`src/rtl/systolic_seq_ctrl.sv`:
```
// Sequencer for an NxN weight-stationary systolic array: weight load,
// skewed activation streaming, drain and result-column flagging.
// Optional perf counter enabled by defining SYSTOLIC_PERF_CNT_EN.
module systolic_seq_ctrl #(
  parameter int ARRAY_SIZE = 4,
  parameter int VEC_W      = 8,
  parameter int CNT_W      = 32
) (
  input  logic                  clk,
  input  logic                  reset,
  input  logic                  start,
  input  logic [VEC_W-1:0]      num_vecs,
  input  logic                  abort,
  output logic                  busy,
  output logic                  done,
  output logic                  pe_load,
  output logic [(ARRAY_SIZE > 1 ? $clog2(ARRAY_SIZE) : 1)-1:0] w_rd_addr,
  output logic                  act_rd_en,
  output logic [VEC_W-1:0]      act_rd_addr,
  output logic [ARRAY_SIZE-1:0] act_row_en,
`ifdef SYSTOLIC_PERF_CNT_EN
  output logic [CNT_W-1:0]      perf_cycles,
`endif
  output logic [ARRAY_SIZE-1:0] res_col_valid
);

  localparam int N  = ARRAY_SIZE;
  localparam int AW = (N > 1) ? $clog2(N) : 1;
  localparam int L  = 2 * N - 1;
  localparam int CW = $clog2(2 * N);
  // t must reach num_vecs + 2N - 2 without wrapping
  localparam int TW = VEC_W + $clog2(2 * N) + 1;

  typedef enum logic [2:0] {
    S_IDLE,
    S_LOAD,
    S_STREAM,
    S_DRAIN,
    S_DONE
  } state_t;

  state_t           r_state;
  logic [VEC_W-1:0] r_nv;
  logic [CW-1:0]    r_c;
  logic [TW-1:0]    r_t;

  state_t           w_nstate;
  logic [VEC_W-1:0] w_nnv;
  logic [CW-1:0]    w_nc;
  logic [TW-1:0]    w_nt;
  logic             w_accept;
  logic             w_last_stream;
  logic             w_last_drain;
  logic [TW-1:0]    w_nv_ext;
  logic             w_run;
  logic [AW-1:0]    w_addr_n;
  logic [N-1:0]     w_row_n;
  logic [N-1:0]     w_res_n;

  assign w_last_stream = (r_t == TW'(r_nv) - TW'(1));
  assign w_last_drain  = (r_t == TW'(r_nv) + TW'(2 * N - 2));

  // Next-state and counter update; outputs are derived from these
  always_comb begin
    w_nstate = r_state;
    w_nnv    = r_nv;
    w_nc     = r_c;
    w_nt     = r_t;
    w_accept = 1'b0;
    unique case (r_state)
      S_IDLE: begin
        if (start) begin
          w_accept = 1'b1;
          w_nnv    = num_vecs;
          w_nc     = '0;
          w_nt     = '0;
          w_nstate = (num_vecs != '0) ? S_LOAD : S_DONE;
        end
      end
      S_LOAD: begin
        if (abort) begin
          w_nstate = S_DONE;
        end else if (r_c == CW'(L - 1)) begin
          w_nstate = S_STREAM;
          w_nt     = '0;
        end else begin
          w_nc = r_c + CW'(1);
        end
      end
      S_STREAM: begin
        if (abort) begin
          w_nstate = S_DONE;
        end else begin
          w_nt = r_t + TW'(1);
          if (w_last_stream) w_nstate = S_DRAIN;
        end
      end
      S_DRAIN: begin
        if (abort) begin
          w_nstate = S_DONE;
        end else if (w_last_drain) begin
          w_nstate = S_DONE;
        end else begin
          w_nt = r_t + TW'(1);
        end
      end
      S_DONE:  w_nstate = S_IDLE;
      default: w_nstate = S_IDLE;
    endcase
  end

  assign w_nv_ext = TW'(w_nnv);
  assign w_run    = (w_nstate == S_STREAM) || (w_nstate == S_DRAIN);

  // Output values for the upcoming cycle, so the registers hold them then
  always_comb begin
    w_addr_n = '0;
    w_row_n  = '0;
    w_res_n  = '0;
    if (w_nstate == S_LOAD) begin
      w_addr_n = AW'(N - 1 - (int'(w_nc) >> 1));
    end
    for (int r = 0; r < N; r++) begin
      w_row_n[r] = w_run &&
                   (w_nt >= TW'(r)) &&
                   (w_nt < w_nv_ext + TW'(r));
      w_res_n[r] = w_run &&
                   (w_nt >= TW'(N + r)) &&
                   (w_nt < w_nv_ext + TW'(N + r));
    end
  end

  // Sequencer FSM with registered outputs
  always_ff @(posedge clk or posedge reset) begin
    if (reset) begin
      r_state       <= S_IDLE;
      r_nv          <= '0;
      r_c           <= '0;
      r_t           <= '0;
      busy          <= 1'b0;
      done          <= 1'b0;
      pe_load       <= 1'b0;
      w_rd_addr     <= '0;
      act_rd_en     <= 1'b0;
      act_rd_addr   <= '0;
      act_row_en    <= '0;
      res_col_valid <= '0;
    end else begin
      r_state       <= w_nstate;
      r_nv          <= w_nnv;
      r_c           <= w_nc;
      r_t           <= w_nt;
      busy          <= (w_nstate == S_LOAD) || w_run;
      done          <= (w_nstate == S_DONE);
      pe_load       <= (w_nstate == S_LOAD);
      w_rd_addr     <= w_addr_n;
      act_rd_en     <= (w_nstate == S_STREAM);
      act_rd_addr   <= (w_nstate == S_STREAM) ? w_nt[VEC_W-1:0] : '0;
      act_row_en    <= w_row_n;
      res_col_valid <= w_res_n;
    end
  end

`ifdef SYSTOLIC_PERF_CNT_EN
  // Busy-cycle counter: cleared on accepted start, saturating
  always_ff @(posedge clk or posedge reset) begin
    if (reset) begin
      perf_cycles <= '0;
    end else if (w_accept) begin
      perf_cycles <= '0;
    end else if (busy && (perf_cycles != '1)) begin
      perf_cycles <= perf_cycles + CNT_W'(1);
    end
  end
`endif

endmodule

```
`config.mk`:
```
export PLATFORM = sky130hd
export DESIGN_NAME = systolic_seq_ctrl
export DESIGN_NICKNAME = d
export VERILOG_FILES = /design/src/rtl/systolic_seq_ctrl.sv
export SDC_FILE = /design/constraint.sdc
export NUM_CORES = 1
export LEC_CHECK = 0
export ABC_AREA = 1
export BUFFER_PORTS_ARGS = -buffer_cell sky130_fd_sc_hd__buf_2
export CORE_MARGIN = 2
export CORE_UTILIZATION = 63
export DETAILED_ROUTE_END_ITERATION = 10
export PLACE_DENSITY_LB_ADDON = 0.2
export SLEW_MARGIN = 10
export SYNTH_ARGS = -nofsm -noshare
export SYNTH_HDL_FRONTEND = slang
export SYNTH_SLANG_ARGS = --single-unit
```
`constraint.sdc`:
```
create_clock -name clk -period 4.25 [get_ports clk]
set_input_delay 0.425 -clock clk [delete_from_list [all_inputs] [get_ports clk]]
set_output_delay 0.425 -clock clk [all_outputs]
set_load 0.1 [all_outputs]
```
==> run summary, run 1 <==
The logic depth of the worst register-to-register path came out at 20. The number of global-route vias before repair is slightly below 5k. The number of stages on the worst setup path is 20.

Setup repair after global routing left no endpoint under its margin. The count of cell types in the netlist is 42. The total track usage is 34.43%. The largest single stage delay on the critical path is 0.40 ns. The number of synthesized flops with an enable pin is 0. Dividing the synthesized area by the synthesized cell count gives approximately 6.8 um^2. The cell with the biggest individual delay on the critical path is dfrtp_1.

The cell class contributing the biggest share of worst-path delay is simple AND/OR/NAND/NOR gates. The gate count of the mapped netlist came out at about 770. The violation count after the first detailed-route iteration came out at 305.

The first-pass detailed-route iteration total is 5. Summed over all failing endpoints, the final setup total negative slack is 0 ns. The die span in y is between 90 and 100 um. The global-route wire length before repair came out at 23790 um.

The post-cts repair resize count came out at 0. Input and output buffers added on the ports amount to 33. Relative to the synthesized area, the layout overhead comes to 8.179%.

The power density over the cells is 576.7 nW/um^2. The max-slew headroom at the worst pin is 33.46%. The worst setup path is of the flip-flop to flip-flop kind.

The post-synthesis sequential element count is 48. The worst-margin pin slew is 0.9967 ns. The critical path goes through inv_2 > nand3_2 > inv_2 > nand2_2 > nand2_1 > o21ai_2 > inv_1 > ha_1 > inv_1 > nor2_1 > nand2_1 > xor2_1 > ha_1 > nand2_1 > inv_1 > nand2_1 > inv_1 > nand4_1 > a21oi_1 > nor2_1.

The standard-cell row count is 33. The sequential fraction of the synthesis area came out at 23.16%. The worst path uses 80.70% of the clock period.

The overflow left after global routing is 0. The post-synth net total is about 840. The most common cell after layout, fill and taps aside is nand2_1. The leakage power figure came out at 3.273 nW. The CTS buffer count is 5. TritonCTS built the clock tree. The filler-free cell count of the finished design is between 900 and 1k. The total chip power came out at 3.235 mW. The total buffers and inverters traversed by the critical path came out at 6. The tool flagged a number of max-cap violations equal to 0. The effective utilization at floorplan is 64.08%. The highest metal layer carrying signal wires in the routed design is met4. Along the worst path, the maximum fanout reaches 19. The clock period minus worst slack is 3.430 ns. The fmax is 0.2916 GHz. The congestion estimate from routability-driven global placement came to 1.021. The clock slew at the register clock pins of the worst setup and hold paths is 0.10 ns. During I/O placement, the number of pins put on the boundary was 34.

The number of clock sinks came out at 48. The horizontal die dimension came out at 94.73 um. The number of buffers added for setup after CTS came out at 0. The antenna diode count came out at 0. The number of vias per cell after detailed routing is 5.500. In the synthesized netlist the dominant register cell turns out to be dfrtp_1. The post-route netlist has 14.20% of its cells at a drive strength greater than 1. The routed length per instance is 15.99 um.

The worst-case IR drop observed on VDD is 0.3786 mV. The total number of vias came out at 4994. Clock tree synthesis selected as its root buffer the cell clkbuf_8. STA puts the critical path data arrival time at 3.63 ns. The initial antenna violation count is 0. The detailed-route wire length on metal 1 is around 5800 um.

The area of the die is 8974 um^2. The number of H-tree levels came out at 2. The post-cts hold buffer count came out at 0. The routed length on met2 is 7240 um. STA classifies the critical path endpoint as a flip-flop. The post-route DRC violation count came out at 0. The class of the tightest hold or removal check is primary input to async pin.

The run finished with clean final reports. The kind of launch point of the worst setup path is a flip-flop. The net count of the finished layout is 880. For this block, the routed nets add up to 14520 um of wire. The total of endpoints with negative setup slack in the final report came out at 0. The Yosys warning count came out at 0. The routed length on met3 is 599 um. The cell area that synthesis handed to floorplanning was 5186 um^2. The maximum clock insertion buffer count came out at 2. The pin count of the biggest net entering global routing came out at 49. In the layout the commonest cells are nand2_1 (228), inv_1 (93), nor2_1 (79). The final core utilization is 69.33%. The number of max-slew violations in the final report is 0.

The final clock skew came out at between 0.01 and 0.015 ns. The core footprint came out at between 8000 and 9000 um^2. The number of hold violations in the final report is 0. The share of async-settable or async-resettable flops after synthesis is 100.0%. At the later pin of the worst-skew pair, clock insertion delay measures 0.31 ns. The total instance count after detailed placement came out at 900. The number of antenna-violating nets in the routed design is 0. At the worst endpoint, the required time is roughly 4.5 ns. The HPWL reported at the end of detailed placement came out at 11810 um.
## metrics by stage
| stage | hold WS, ns | worst slack (ns) | area (um^2) |
|---|---|---|---|
| after global routing | 0.4290 | 0.4751 | 5610 |
| after floorplan | 0.4729 | 1.202 | 5186 |
| after detailed placement | 0.5131 | 0.7328 | 5469 |
| after CTS | 0.3824 | 0.7032 | 5607 |
| after global placement | 0.5162 | 0.7760 | 5469 |
| final | 0.3455 | 0.8202 | 5610 |
## synthesized netlist by cell type, types with 2 or more instances
master	number	area share, %
a21oi_1	38	3.7
and3_1	2	0.24
buf_2	2	0.19
buf_4	2	0.29
dfrtp_1	48	23
ha_1	66	16
inv_1	94	6.8
inv_2	19	1.4
nand2_1	228	17
nand2_2	8	0.97
nand2_4	4	0.87
nand3_1	48	4.6
nand3_2	9	1.7
nand3b_1	3	0.43
nand4_1	8	0.97
nor2_1	79	5.7
nor2_2	9	1.1
nor2_4	4	0.87
nor3_1	6	0.58
nor3_2	2	0.39
nor3_4	2	0.63
o21ai_0	13	1.3
o21ai_1	7	0.68
o21ai_2	3	0.51
xnor2_1	3	0.51
xor2_1	42	7.1
## final timing paths
| check | from | to | slack, ns |
|---|---|---|---|
| max | r_state[0]$_DFF_PP0_ | act_row_en[3]$_DFF_PP0_ | 0.82 |
| min | reset | act_row_en[3]$_DFF_PP0_ | 0.35 |
| max reg2reg | r_state[0]$_DFF_PP0_ | act_row_en[3]$_DFF_PP0_ | 0.82 |
| min reg2reg | r_c[0]$_DFFE_PP0P_ | r_c[0]$_DFFE_PP0P_ | 0.53 |
| max in group asynchronous | reset | r_nv[6]$_DFF_PP0_ | 3.28 |
| min in group clk | start | done$_DFF_PP0_ | 0.46 |
## state kept, by name, indices dropped and copies added (netlist names)
| name | cells |
|---|---|
| act_rd_addr | 8 |
| act_rd_en | 1 |
| act_row_en | 4 |
| busy | 1 |
| done | 1 |
| pe_load | 1 |
| r_c | 3 |
| r_nv | 8 |
| r_state | 3 |
| r_t | 12 |
| res_col_valid | 4 |
| w_rd_addr | 2 |
## worst register-to-register path: cells and delay by family (launching register included)
| kind | cells | cell delay, ns |
|---|---|---|
| xor+xnor | 1 | 0.18 |
| buf+inv | 6 | 0.67 |
| compound gates | 2 | 0.32 |
| fa+ha+maj | 2 | 0.60 |
| simple gates | 9 | 1.16 |
| flops | 1 | 0.40 |
## kinds of logic (layout without fill, tap and decap cells)
| logic type | Yosys count | in the layout | synth area share [%] |
|---|---|---|---|
| compound gates | 65 | 65 | 6.852 |
| xor+xnor | 46 | 46 | 7.913 |
| fa+ha+maj | 66 | 66 | 15.92 |
| buf+inv | 122 | 160 | 9.216 |
| flops | 48 | 48 | 23.16 |
| simple gates | 418 | 418 | 36.94 |
## routing by layer
layer / track usage [%] / vias up
met4: 18.36 / 0
met2: 60.52 / 139
met5: 0 / -
met3: 4.389 / 51
li1: - / 2482
met1: 40.70 / 2322
## final cells by class
type / count / area (um^2)
multi-input combinational: 595 / 3511
fill: 716 / 2482
sequential: 48 / 1201
inverter: 115 / 434.2
timing repair buffer: 37 / 195.2
tap: 105 / 131.4
clock buffer: 5 / 68.82
clock inverter: 3 / 68.82
## power breakdown
part / total (mW) / switching (mW) / leakage [nW] / internal, mW
clock network: 0.400 / 0.163 / 0.0687 / 0.237
registers: 0.598 / 0.0727 / 0.635 / 0.526
logic: 2.24 / 1.52 / 2.57 / 0.713
(Power assumes the default switching activity.)
==> run 2: changes to the inputs <==
Clock period 4.25 ns to 3.3 ns, I/O delays scaled along.
==> run 2 against run 1 <==
Setup slack lost 0.69 ns. Sequential power grew 29%. Flip-flop and latch count stayed put. Final cell count up 3.3%. Via count up 5.5%. Fmax increased by 8.1%. Wire length grew 2.8%. Register-to-register slack worse by 0.69 ns. Power is 31% higher. Largest power group unchanged.
==> run summary, run 2 (same netlist as run 1, synthesis figures left out) <==
The final instance area is 5863 um^2 (+4.5%). The power share of the combinational group came out at 71.3% (+2.2 points). The required time of the critical path is 3.52 ns (-0.93 ns). The run finished with clean final reports.

The TritonCTS clock tree is yes. The number of H-tree levels came out at 2 (unchanged). The total track usage came out at 34.15% (-0.27 points).

The initial antenna violation count is 0 (unchanged). The worst setup path is launched from a flip-flop. The number of global-route vias before repair came out at 5141 (+3.3%). The first-pass detailed-route iteration total came out at 6 (+1). From synthesis to final layout, the design area changed by 13.05%. CTS placed an instance of clkbuf_8 at the clock tree root. The antenna diode count is 0 (unchanged). The flip-flop count of the largest register, all copies and words added came out at 12 (unchanged). The number of hold violations in the final report is 0 (unchanged).

The switching portion of total power came to 53.35% (-1.0 points). The power density over the cells was 724.6 nW/um^2 (+26%). The clock period minus worst slack was 3.171 ns (-0.2583 ns). The CTS buffer count came to 5 (unchanged). The worst-path maximum fanout came out at 5 (-14). The top cell types in the final layout, fill and taps aside, are nand2_1 (228), inv_1 (86), nor2_1 (76). The number of vias per cell after detailed routing is 5.619 (+2.2%).

The maximum vdd drop came out at 0.4847 mV (+28%). The core footprint is 8093 um^2 (unchanged). The number of top-level pins came out at 34 (unchanged). The reported max-cap violation count was 0 (unchanged). The number of buffers inserted by port buffering came out at 33 (unchanged).

The post-cts hold buffer count came out at 0 (unchanged). The net count of the finished layout is 910 (+3.4%). The horizontal die dimension came out at 94.73 um (unchanged). The area of the die is 8974 um^2 (unchanged). Leaving out fill and tap cells, the most frequent cell in the layout is nand2_1.

The clock network power share came out at 10.6% (-1.8 points). The power share of the sequential group came out at 18.1% (-0.4 points). The leakage power figure is 3.403 nW (+4.0%). The number of max-slew violations in the final report is 0 (unchanged). The worst-case setup slack after placement came out at 0.09330 ns (-0.6395 ns). The total of endpoints with negative setup slack in the final report is 0 (unchanged). The clock slew at the register clock pins of the worst setup and hold paths is 0.09 ns (about the same). The routing usage on met2 was 60.11% (-0.41 points). The arrival time of the worst setup path was 3.39 ns (-0.24 ns). The internal power is 1.982 mW (+34%). The maximum clock insertion buffer count came out at 2 (unchanged). The number of clock sinks came to 48 (unchanged).

The endpoint kind of the worst setup timing path is a flip-flop. The overflow left after global routing is 0 (unchanged). The global-route wire length before repair was 23650 um (-0.58%). The critical path class is flip-flop to flip-flop. The max-slew headroom at the worst pin came out at 33.64% (+0.19 points). The standard-cell row count came out at 33 (unchanged). The fmax was 0.3153 GHz (+8.1%). The switching power total is 2.267 mW (+29%). The final clock period utilization by the worst path came out at 96.10% (+15 points). The final core utilization came out at 72.45% (+3.1 points). The cell area after placement is 5634 um^2 (+3.0%). The total number of vias came out at 5271 (+5.5%). The worst hold path belongs to the class primary input to async pin. Counting flops per register, the top entry is r_t. The worst-margin pin slew came out at 0.9939 ns (-0.002773 ns). The post-route DRC violation count is 0 (unchanged). The violation count after the first detailed-route iteration came out at 274 (-10%). The largest registers in the layout are r_t: 12 flops, act_rd_addr: 8 flops, r_nv: 8 flops. The routability congestion estimate from global placement is 1.001 (-2.0%). The clock latency reported for the late side of the worst-skew pair is 0.30 ns (about the same). The routed length per instance came out at 15.92 um (-0.46%). The fill cell total of the finished layout is 717 (+0.14%). The global-route track usage on met1 came out at 40.00% (-0.70 points). The final worst-path setup slack is 0.1286 ns (-0.6917 ns).

The number of antenna-violating nets in the routed design came to 0 (unchanged). The ratio of cells with drive above 1 in the final layout came out at 18.61% (+4.4 points). After global routing, the most crowded layer is met2. The effective utilization at floorplan came out at 64.08% (unchanged). The sum of negative setup slack came out at 0 ns (unchanged). The wire length after detailed routing came out at 14930 um (+2.8%).

The final clock skew came out at 0.01119 ns (-0.002448 ns). The die span in y is 94.73 um (unchanged). The met3 layer usage reported by global route is 3.192% (-1.2 points). The pin count of the biggest net entering global routing came out at 49 (unchanged). The HPWL reported at the end of detailed placement is 11870 um (+0.56%).
==> run 2: worst paths after layout <==
| path | from | to | slack [ns] | depth (start not counted) |
|---|---|---|---|---|
| setup / recovery | r_nv[1]$_DFF_PP0_ | act_row_en[0]$_DFF_PP0_ | 0.13 | 22 |
| hold / removal | reset | res_col_valid[3]$_DFF_PP0_ | 0.26 | 2 |
| setup reg to reg | r_nv[1]$_DFF_PP0_ | act_row_en[0]$_DFF_PP0_ | 0.13 | 22 |
| hold reg to reg | r_c[0]$_DFFE_PP0P_ | r_c[0]$_DFFE_PP0P_ | 0.55 | 1 |
| max in group asynchronous | reset | r_nv[5]$_DFF_PP0_ | 2.42 | 2 |
| min in group clk | start | r_state[2]$_DFF_PP0_ | 0.38 | 3 |
==> run 2: repair_timing <==
item / CTS / global route
gates resized for setup: 0 / 15
setup buffers: 0 / 8
setup endpoints to repair: 0 / 8
==> run 2: metal layers <==
| metal | vias to the layer above | wire length, um |
|---|---|---|
| li1 | 2551 | - |
| met1 | 2432 | 5792 |
| met2 | 222 | 7349 |
| met3 | 66 | 804 |
| met4 | 0 | 986 |
| met5 | - | 0 |
==> run 2: layout make-up <==
class,count,area (um^2),share of cell area [%]
Tap cell,105,131.4,2.241
Clock buffer,6,82.58,1.408
Multi-Input combinational cell,595,3541,60.39
Sequential cell,48,1201,20.49
Inverter,115,437.9,7.469
Timing Repair Buffer,67,430.4,7.341
Clock inverter,2,38.79,0.6615
==> run 2: critical path: stages, from the launching register on <==
cell,delay [ns]
dfrtp_1,0.40
inv_2,0.07
ha_4,0.27
inv_1,0.05
nand2_1,0.05
nand2_1,0.04
nor2_1,0.08
nand2_1,0.07
nor2_2,0.08
nand3_2,0.08
nor2_4,0.14
buf_4,0.12
nand3_2,0.09
nand2_1,0.12
inv_2,0.07
nor2_1,0.21
nor2_4,0.08
clkinvlp_4,0.10
buf_2,0.20
ha_1,0.27
a21oi_1,0.14
nand2_1,0.13
a21oi_1,0.21
==> run 2: power by group through the flow <==
stage / registers, mW / logic (mW) / clock network [mW]
after detailed placement: 0.777 / 2.93 / 0
after global routing: 0.783 / 3.38 / 0.473
after global placement: 0.773 / 2.82 / 0
after CTS: 0.765 / 2.94 / 0.449
final: 0.771 / 3.03 / 0.449
after floorplan: 0.909 / 2.03 / 0
==> run 2: metrics by stage <==
step                hold slack [ns]  cells  power (mW)
finish                       0.2596    938       4.248
global route                 0.3444    938       4.639
CTS                          0.2897    930       4.159
detailed placement           0.5340    922       3.705
global placement             0.5171    922       3.591
floorplan                    0.4729    765       2.938
